<file path="config.mk">
export PLATFORM = sky130hd
export DESIGN_NAME = jt89_bus_ctrl
export DESIGN_NICKNAME = d
export VERILOG_FILES = /design/src/rtl/jt89_bus_ctrl_pkg.sv /design/src/rtl/jt89_wait.sv /design/src/rtl/jt89_bus_ctrl.sv
export SDC_FILE = /design/constraint.sdc
export NUM_CORES = 1
export LEC_CHECK = 0
export BUFFER_PORTS_ARGS = -buffer_cell sky130_fd_sc_hd__buf_4
export CAP_MARGIN = 5
export CORE_ASPECT_RATIO = 0.9
export CORE_UTILIZATION = 54
export DETAILED_ROUTE_END_ITERATION = 7
export GPL_ROUTABILITY_DRIVEN = 0
export GPL_TIMING_DRIVEN = 0
export MAX_ROUTING_LAYER = met4
export PLACE_DENSITY = 0.77
export SLEW_MARGIN = 20
export SYNTH_ARGS = -nofsm -noshare
export SYNTH_HDL_FRONTEND = slang
export SYNTH_SLANG_ARGS = --single-unit
</file>
<file path="constraint.sdc">
create_clock -name clk -period 2 [get_ports clk]
set_input_delay 0.4 -clock clk [delete_from_list [all_inputs] [get_ports clk]]
set_output_delay 0.4 -clock clk [all_outputs]
set_load 0.005 [all_outputs]
</file>
<file path="src/rtl/jt89_bus_ctrl_pkg.sv">
// Shared definitions for the JT89 CPU write decoder: byte field positions,
// channel codes, reset constants and the enums used by the write path and wait timer.
package jt89_bus_ctrl_pkg;

  localparam int LATCH_BIT = 7;
  localparam int CH_MSB    = 6;
  localparam int CH_LSB    = 5;
  localparam int TYPE_BIT  = 4;

  localparam logic [1:0] CH_NOISE = 2'd3;
  localparam logic [3:0] VOL_MUTE = 4'hF;

  typedef enum logic {
    LT_TONE = 1'b0,
    LT_VOL  = 1'b1
  } latch_type_e;

  typedef enum logic {
    ST_IDLE = 1'b0,
    ST_WAIT = 1'b1
  } wait_state_e;

  function automatic logic is_latch_byte(input logic [7:0] b);
    return b[LATCH_BIT];
  endfunction

endpackage

</file>
<file path="src/rtl/jt89_wait.sv">
// READY wait-state timer: after a start pulse, holds ready low for WAIT_CYCLES
// clock-enable ticks, then releases it on the tick where the count reaches one.
module jt89_wait
  import jt89_bus_ctrl_pkg::*;
#(
  parameter int WAIT_CYCLES = 32
) (
  input  logic clk,
  input  logic rst,
  input  logic clk_en,
  input  logic start,
  output logic ready
);

  localparam logic [7:0] LOAD_VAL = 8'(WAIT_CYCLES);

  wait_state_e state_r, state_s;
  logic [7:0]  cnt_r, cnt_s;
  logic        ready_r, ready_s;

  // State, counter and ready flop
  always_ff @(posedge clk) begin
    if (rst) begin
      state_r <= ST_IDLE;
      cnt_r   <= 8'd0;
      ready_r <= 1'b1;
    end else begin
      state_r <= state_s;
      cnt_r   <= cnt_s;
      ready_r <= ready_s;
    end
  end

  // Next-state logic; the counter never decrements below one so it cannot wrap
  always_comb begin
    state_s = state_r;
    cnt_s   = cnt_r;
    ready_s = ready_r;
    case (state_r)
      ST_IDLE: begin
        if (start) begin
          state_s = ST_WAIT;
          cnt_s   = LOAD_VAL;
          ready_s = 1'b0;
        end else begin
          ready_s = 1'b1;
        end
      end
      ST_WAIT: begin
        if (clk_en) begin
          if (cnt_r == 8'd1) begin
            state_s = ST_IDLE;
            ready_s = 1'b1;
          end else begin
            cnt_s = cnt_r - 8'd1;
          end
        end else begin
          ready_s = 1'b0;
        end
      end
      default: begin
        state_s = ST_IDLE;
        ready_s = 1'b1;
      end
    endcase
  end

  assign ready = ready_r;

endmodule

</file>
<file path="src/rtl/jt89_bus_ctrl.sv">
// JT89 CPU-side write decoder: detects SN76489 latch/data byte writes, holds the
// tone/volume/noise register file and drives the READY wait-state handshake.
module jt89_bus_ctrl
  import jt89_bus_ctrl_pkg::*;
#(
  parameter int WAIT_CYCLES = 32
) (
  input  logic       clk,
  input  logic       rst,
  input  logic       clk_en,
  input  logic       cs_n,
  input  logic       wr_n,
  input  logic [7:0] din,
  output logic       ready,
  output logic [9:0] tone0,
  output logic [9:0] tone1,
  output logic [9:0] tone2,
  output logic [3:0] vol0,
  output logic [3:0] vol1,
  output logic [3:0] vol2,
  output logic [3:0] vol3,
  output logic [2:0] ctrl3,
  output logic       noise_rst
);

  logic        act_s, act_d1_r, act_d2_r, wr_stb_s, accept_s;
  logic [7:0]  din_r;
  logic [9:0]  tone_r [3];
  logic [3:0]  vol_r  [4];
  logic [2:0]  ctrl3_r;
  logic        noise_rst_r;
  logic [1:0]  latch_ch_r, tgt_ch_s;
  latch_type_e latch_type_r, tgt_type_s;
  logic        is_latch_s;

  assign act_s    = ~cs_n & ~wr_n;
  assign wr_stb_s = act_d1_r & ~act_d2_r;
  assign accept_s = wr_stb_s & ready;

  // Write-strobe edge detector at full clock rate
  always_ff @(posedge clk) begin
    if (rst) begin
      act_d1_r <= 1'b0;
      act_d2_r <= 1'b0;
      din_r    <= 8'd0;
    end else begin
      act_d1_r <= act_s;
      act_d2_r <= act_d1_r;
      din_r    <= din;
    end
  end

  // A latch byte carries its own target; a data byte reuses the stored latch
  always_comb begin
    is_latch_s = is_latch_byte(din_r);
    if (is_latch_s) begin
      tgt_ch_s   = din_r[CH_MSB:CH_LSB];
      tgt_type_s = latch_type_e'(din_r[TYPE_BIT]);
    end else begin
      tgt_ch_s   = latch_ch_r;
      tgt_type_s = latch_type_r;
    end
  end

  // Register file update on an accepted strobe
  always_ff @(posedge clk) begin
    if (rst) begin
      for (int i = 0; i < 3; i++) tone_r[i] <= 10'd0;
      for (int i = 0; i < 4; i++) vol_r[i] <= VOL_MUTE;
      ctrl3_r      <= 3'd0;
      noise_rst_r  <= 1'b0;
      latch_ch_r   <= 2'd0;
      latch_type_r <= LT_TONE;
    end else begin
      noise_rst_r <= 1'b0;
      if (accept_s) begin
        if (is_latch_s) begin
          latch_ch_r   <= tgt_ch_s;
          latch_type_r <= tgt_type_s;
        end
        if (tgt_type_s == LT_VOL) begin
          vol_r[tgt_ch_s] <= din_r[3:0];
        end else if (tgt_ch_s == CH_NOISE) begin
          ctrl3_r     <= din_r[2:0];
          noise_rst_r <= 1'b1;
        end else if (is_latch_s) begin
          tone_r[tgt_ch_s][3:0] <= din_r[3:0];
        end else begin
          tone_r[tgt_ch_s][9:4] <= din_r[5:0];
        end
      end
    end
  end

  jt89_wait #(.WAIT_CYCLES(WAIT_CYCLES)) u_wait (
    .clk    (clk),
    .rst    (rst),
    .clk_en (clk_en),
    .start  (accept_s),
    .ready  (ready)
  );

  assign tone0     = tone_r[0];
  assign tone1     = tone_r[1];
  assign tone2     = tone_r[2];
  assign vol0      = vol_r[0];
  assign vol1      = vol_r[1];
  assign vol2      = vol_r[2];
  assign vol3      = vol_r[3];
  assign ctrl3     = ctrl3_r;
  assign noise_rst = noise_rst_r;

endmodule

</file>
==> results.sh <==
export IMPL_status="completed"
export IMPL_final_cell_count_no_fill=387
export IMPL_ys_warn_count=0
export IMPL_fin_util_pct=72.00
export IMPL_synthArstFlopShare_pct=0
export IMPL_cts_setup_buffers=0
export IMPL_fp_coreArea_sq_um=5318
export IMPL_clk_pin_slew_ps=70
export IMPL_root_buffer="clkbuf_8"
export IMPL_cts_inserted_buffers=9
export IMPL_period_share_pct=93.36
export IMPL_drt_vias_per_instance=5.214
export IMPL_synth_area_leaders="edfxtp_1 (46%), dfxtp_1 (18%), and2_1 (6.4%)"
export IMPL_syn_to_final_growth_pct=26.24
export IMPL_maxCapViolations=0
export IMPL_fmax_ghz=0.5356
export IMPL_hpwl_mm=4.211
export IMPL_vdd_drop_max_uv=532.3
export IMPL_post_route_drc_count=0
export IMPL_critical_path_class="flop to flop"
export IMPL_setup_viol=0
export IMPL_avgSynthCellArea_sq_um=12.58
export IMPL_path_max_fanout=5
export IMPL_htreeDepth=3
export IMPL_cp_start_kind="flop"
export IMPL_io_buffers=63
export IMPL_grt_util_all_layers_pct=22.64
export IMPL_critPathCapture="tone_r[0][2]"
export IMPL_ys_dominant_reg_cell="edfxtp_1"
export IMPL_placed_cell_area_sq_um=3590
export IMPL_critPathLaunch="u_wait.ready"
export IMPL_final_nets=330
export IMPL_grt_pass1_wl_mm=9.335
export IMPL_synth_edff_count=46
export IMPL_powerDensity_nw_per_um2=804.1
export IMPL_ys_top_cells_by_count="edfxtp_1 (46), and2_1 (31), dfxtp_1 (27)"
export IMPL_synth_top_area_share_pct=45.54
export IMPL_setup_tns_ps=0
export IMPL_wirelength_mm=6.021
export IMPL_reg2reg_depth=4
export IMPL_finalHoldViolations=0
export IMPL_n_fill_cell=382
export IMPL_reg2reg_slack_ps=130
export IMPL_synth_area_sq_um=3033
export IMPL_antenna_found_initial=0
export IMPL_ant_nets=0
export IMPL_hold_buffers=0
export IMPL_ys_ff_latch=73
export IMPL_grt_pass1_vias=1903
export IMPL_tritoncts="done"
export IMPL_synth_distinct_cells=53
export IMPL_crit_path_end_kind="flop"
export IMPL_fin_area_sq_um=3829
export IMPL_diodes=0
export IMPL_tightest_slew_ps=530.9
export IMPL_p_leak_nw=1.389
export IMPL_syn_num_nets=256
export IMPL_clk_latency_ps=350
export IMPL_maxSlewHeadroom_pct=64.60
export IMPL_yosysSeqAreaShare_pct=63.37
export IMPL_drt_iter0_markers=71
export IMPL_worstPathRequired_ps=2020
export IMPL_routedWlPerCell_microns=15.56
export IMPL_overflow=0
export IMPL_cts_max_path_buffers=2
export IMPL_initial_core_util_pct=57.04
export IMPL_dp_cells=371
export IMPL_r2r_start="u_wait.ready"
export IMPL_hold_class="input port to flop"
export IMPL_yosysTopAreaCell="edfxtp_1"
export IMPL_rows=25
export IMPL_synthCells=241
export IMPL_cts_sinks=73
export IMPL_die_area_sq_um=5920
export IMPL_die_w_microns=81.00
export IMPL_grt_setup_unrepaired="no"
export IMPL_vias=2018
export IMPL_yosysMostFrequentCell="edfxtp_1"
export IMPL_slew_violations=0
export IMPL_worstPathArrival_ps=1890
export IMPL_die_h_microns=73.10
export IMPL_crit_reg2reg_capture="tone_r[0][2]"
export IMPL_finClkSkew_ps=18.32
export IMPL_pin_count=64
export IMPL_period_needed_ps=1867
export IMPL_drive_above_1_share_pct=34.06
export IMPL_dr_pass1_iters=4
export IMPL_total_power_w=0.003078
export IMPL_grt_max_degree=13
==> what timing repair did <==
item | 4_1_cts | 5_1_grt
endpoints found under the hold margin | 0 | 0
resized for setup | 0 | 6
endpoints found under the setup margin | 0 | 22
==> metal layers <==
metal,part of all wire (%),up-vias,wire (microns),track usage (%)
li1,-,996,-,-
met1,44,952,2679,27.89
met2,48,57,2915,35.20
met3,5.1,13,305,5.625
met4,2.0,0,121,10.32
met5,0,-,0,-
==> critical path: stages, from the launching register on <==
cell      delay, ps
dfxtp_1         420
nand3b_4        130
or4b_4          530
nor2_2          210
or2_1           270
==> worst min path at each step <==
stage                               to  cells past startpoint          from
final                         act_d1_r                      2          wr_n
after global routing          act_d1_r                      2          wr_n
after CTS                     act_d1_r                      2          wr_n
after detailed placement  latch_type_r                      2  latch_type_r
after global placement    latch_type_r                      2  latch_type_r
after floorplan           latch_type_r                      2  latch_type_r
==> final cells by class <==
| cell class | instances | area [sq um] | area share [%] |
|---|---|---|---|
| Buffer | 7 | 38.79 | 1.013 |
| Clock buffer | 12 | 165.2 | 4.314 |
| Clock inverter | 4 | 50.05 | 1.307 |
| Inverter | 8 | 30.03 | 0.7843 |
| Multi-Input combinational cell | 153 | 1066 | 27.84 |
| Sequential cell | 73 | 1922 | 50.20 |
| Tap cell | 67 | 83.83 | 2.190 |
| Timing Repair Buffer | 63 | 473.0 | 12.35 |
==> stage by stage <==
| step | hold WS [ps] | worst slack, ps |
|---|---|---|
| floorplan | 441.8 | 265.3 |
| global placement | 460.3 | -12.26 |
| detailed placement | 479.1 | -12.99 |
| CTS | 199.1 | 17.52 |
| global route | 194.0 | 18.68 |
| finish | 212.1 | 132.8 |
==> state kept, by name, summed over array words and instances (netlist names), 2 cells and up <==
register,count
vol_r,16
latch_ch_r,2
ctrl3,3
u_wait.cnt_r,8
din_r,8
tone_r,30
==> cells in the final DEF, fill, tap and decap left out, drive strengths merged, types with 2 or more instances in the layout <==
| cell | count |
|---|---|
| nand2b | 3 |
| edfxtp | 46 |
| ha | 2 |
| nand3b | 2 |
| xor2 | 3 |
| a21oi | 8 |
| or4 | 3 |
| o32ai | 2 |
| nor3b | 2 |
| nand2 | 20 |
| buf | 65 |
| nor2 | 17 |
| dfxtp | 27 |
| and2 | 31 |
| nor3 | 6 |
| or2 | 7 |
| nor2b | 12 |
| inv | 8 |
| o21ai | 3 |
| o21bai | 2 |
| o2111ai | 2 |
| mux2i | 3 |
| mux2 | 3 |
| clkbuf | 17 |
| clkinvlp | 2 |
| nand3 | 5 |
| a211oi | 3 |
==> report_power, final <==
| part | internal, W | switching [W] | leakage [nW] | total, W |
|---|---|---|---|---|
| Combinational | 0.0000974 | 0.0000968 | 0.645 | 0.000194 |
| Sequential | 0.00164 | 0.0000433 | 0.639 | 0.00168 |
| Clock | 0.000676 | 0.000527 | 0.105 | 0.00120 |
==> kinds of logic after synthesis <==
logic type / synth area share [%]
AND/OR/NAND/NOR: 22.81
flip-flops: 63.37
AO/OA/AOI/OAI: 7.467
buffers and inverters: 2.269
multiplexers: 2.104
XOR/XNOR: 1.155
adder cells (fa/ha/maj): 0.8250
No activity file was read; power rests on OpenSTA's default activity.
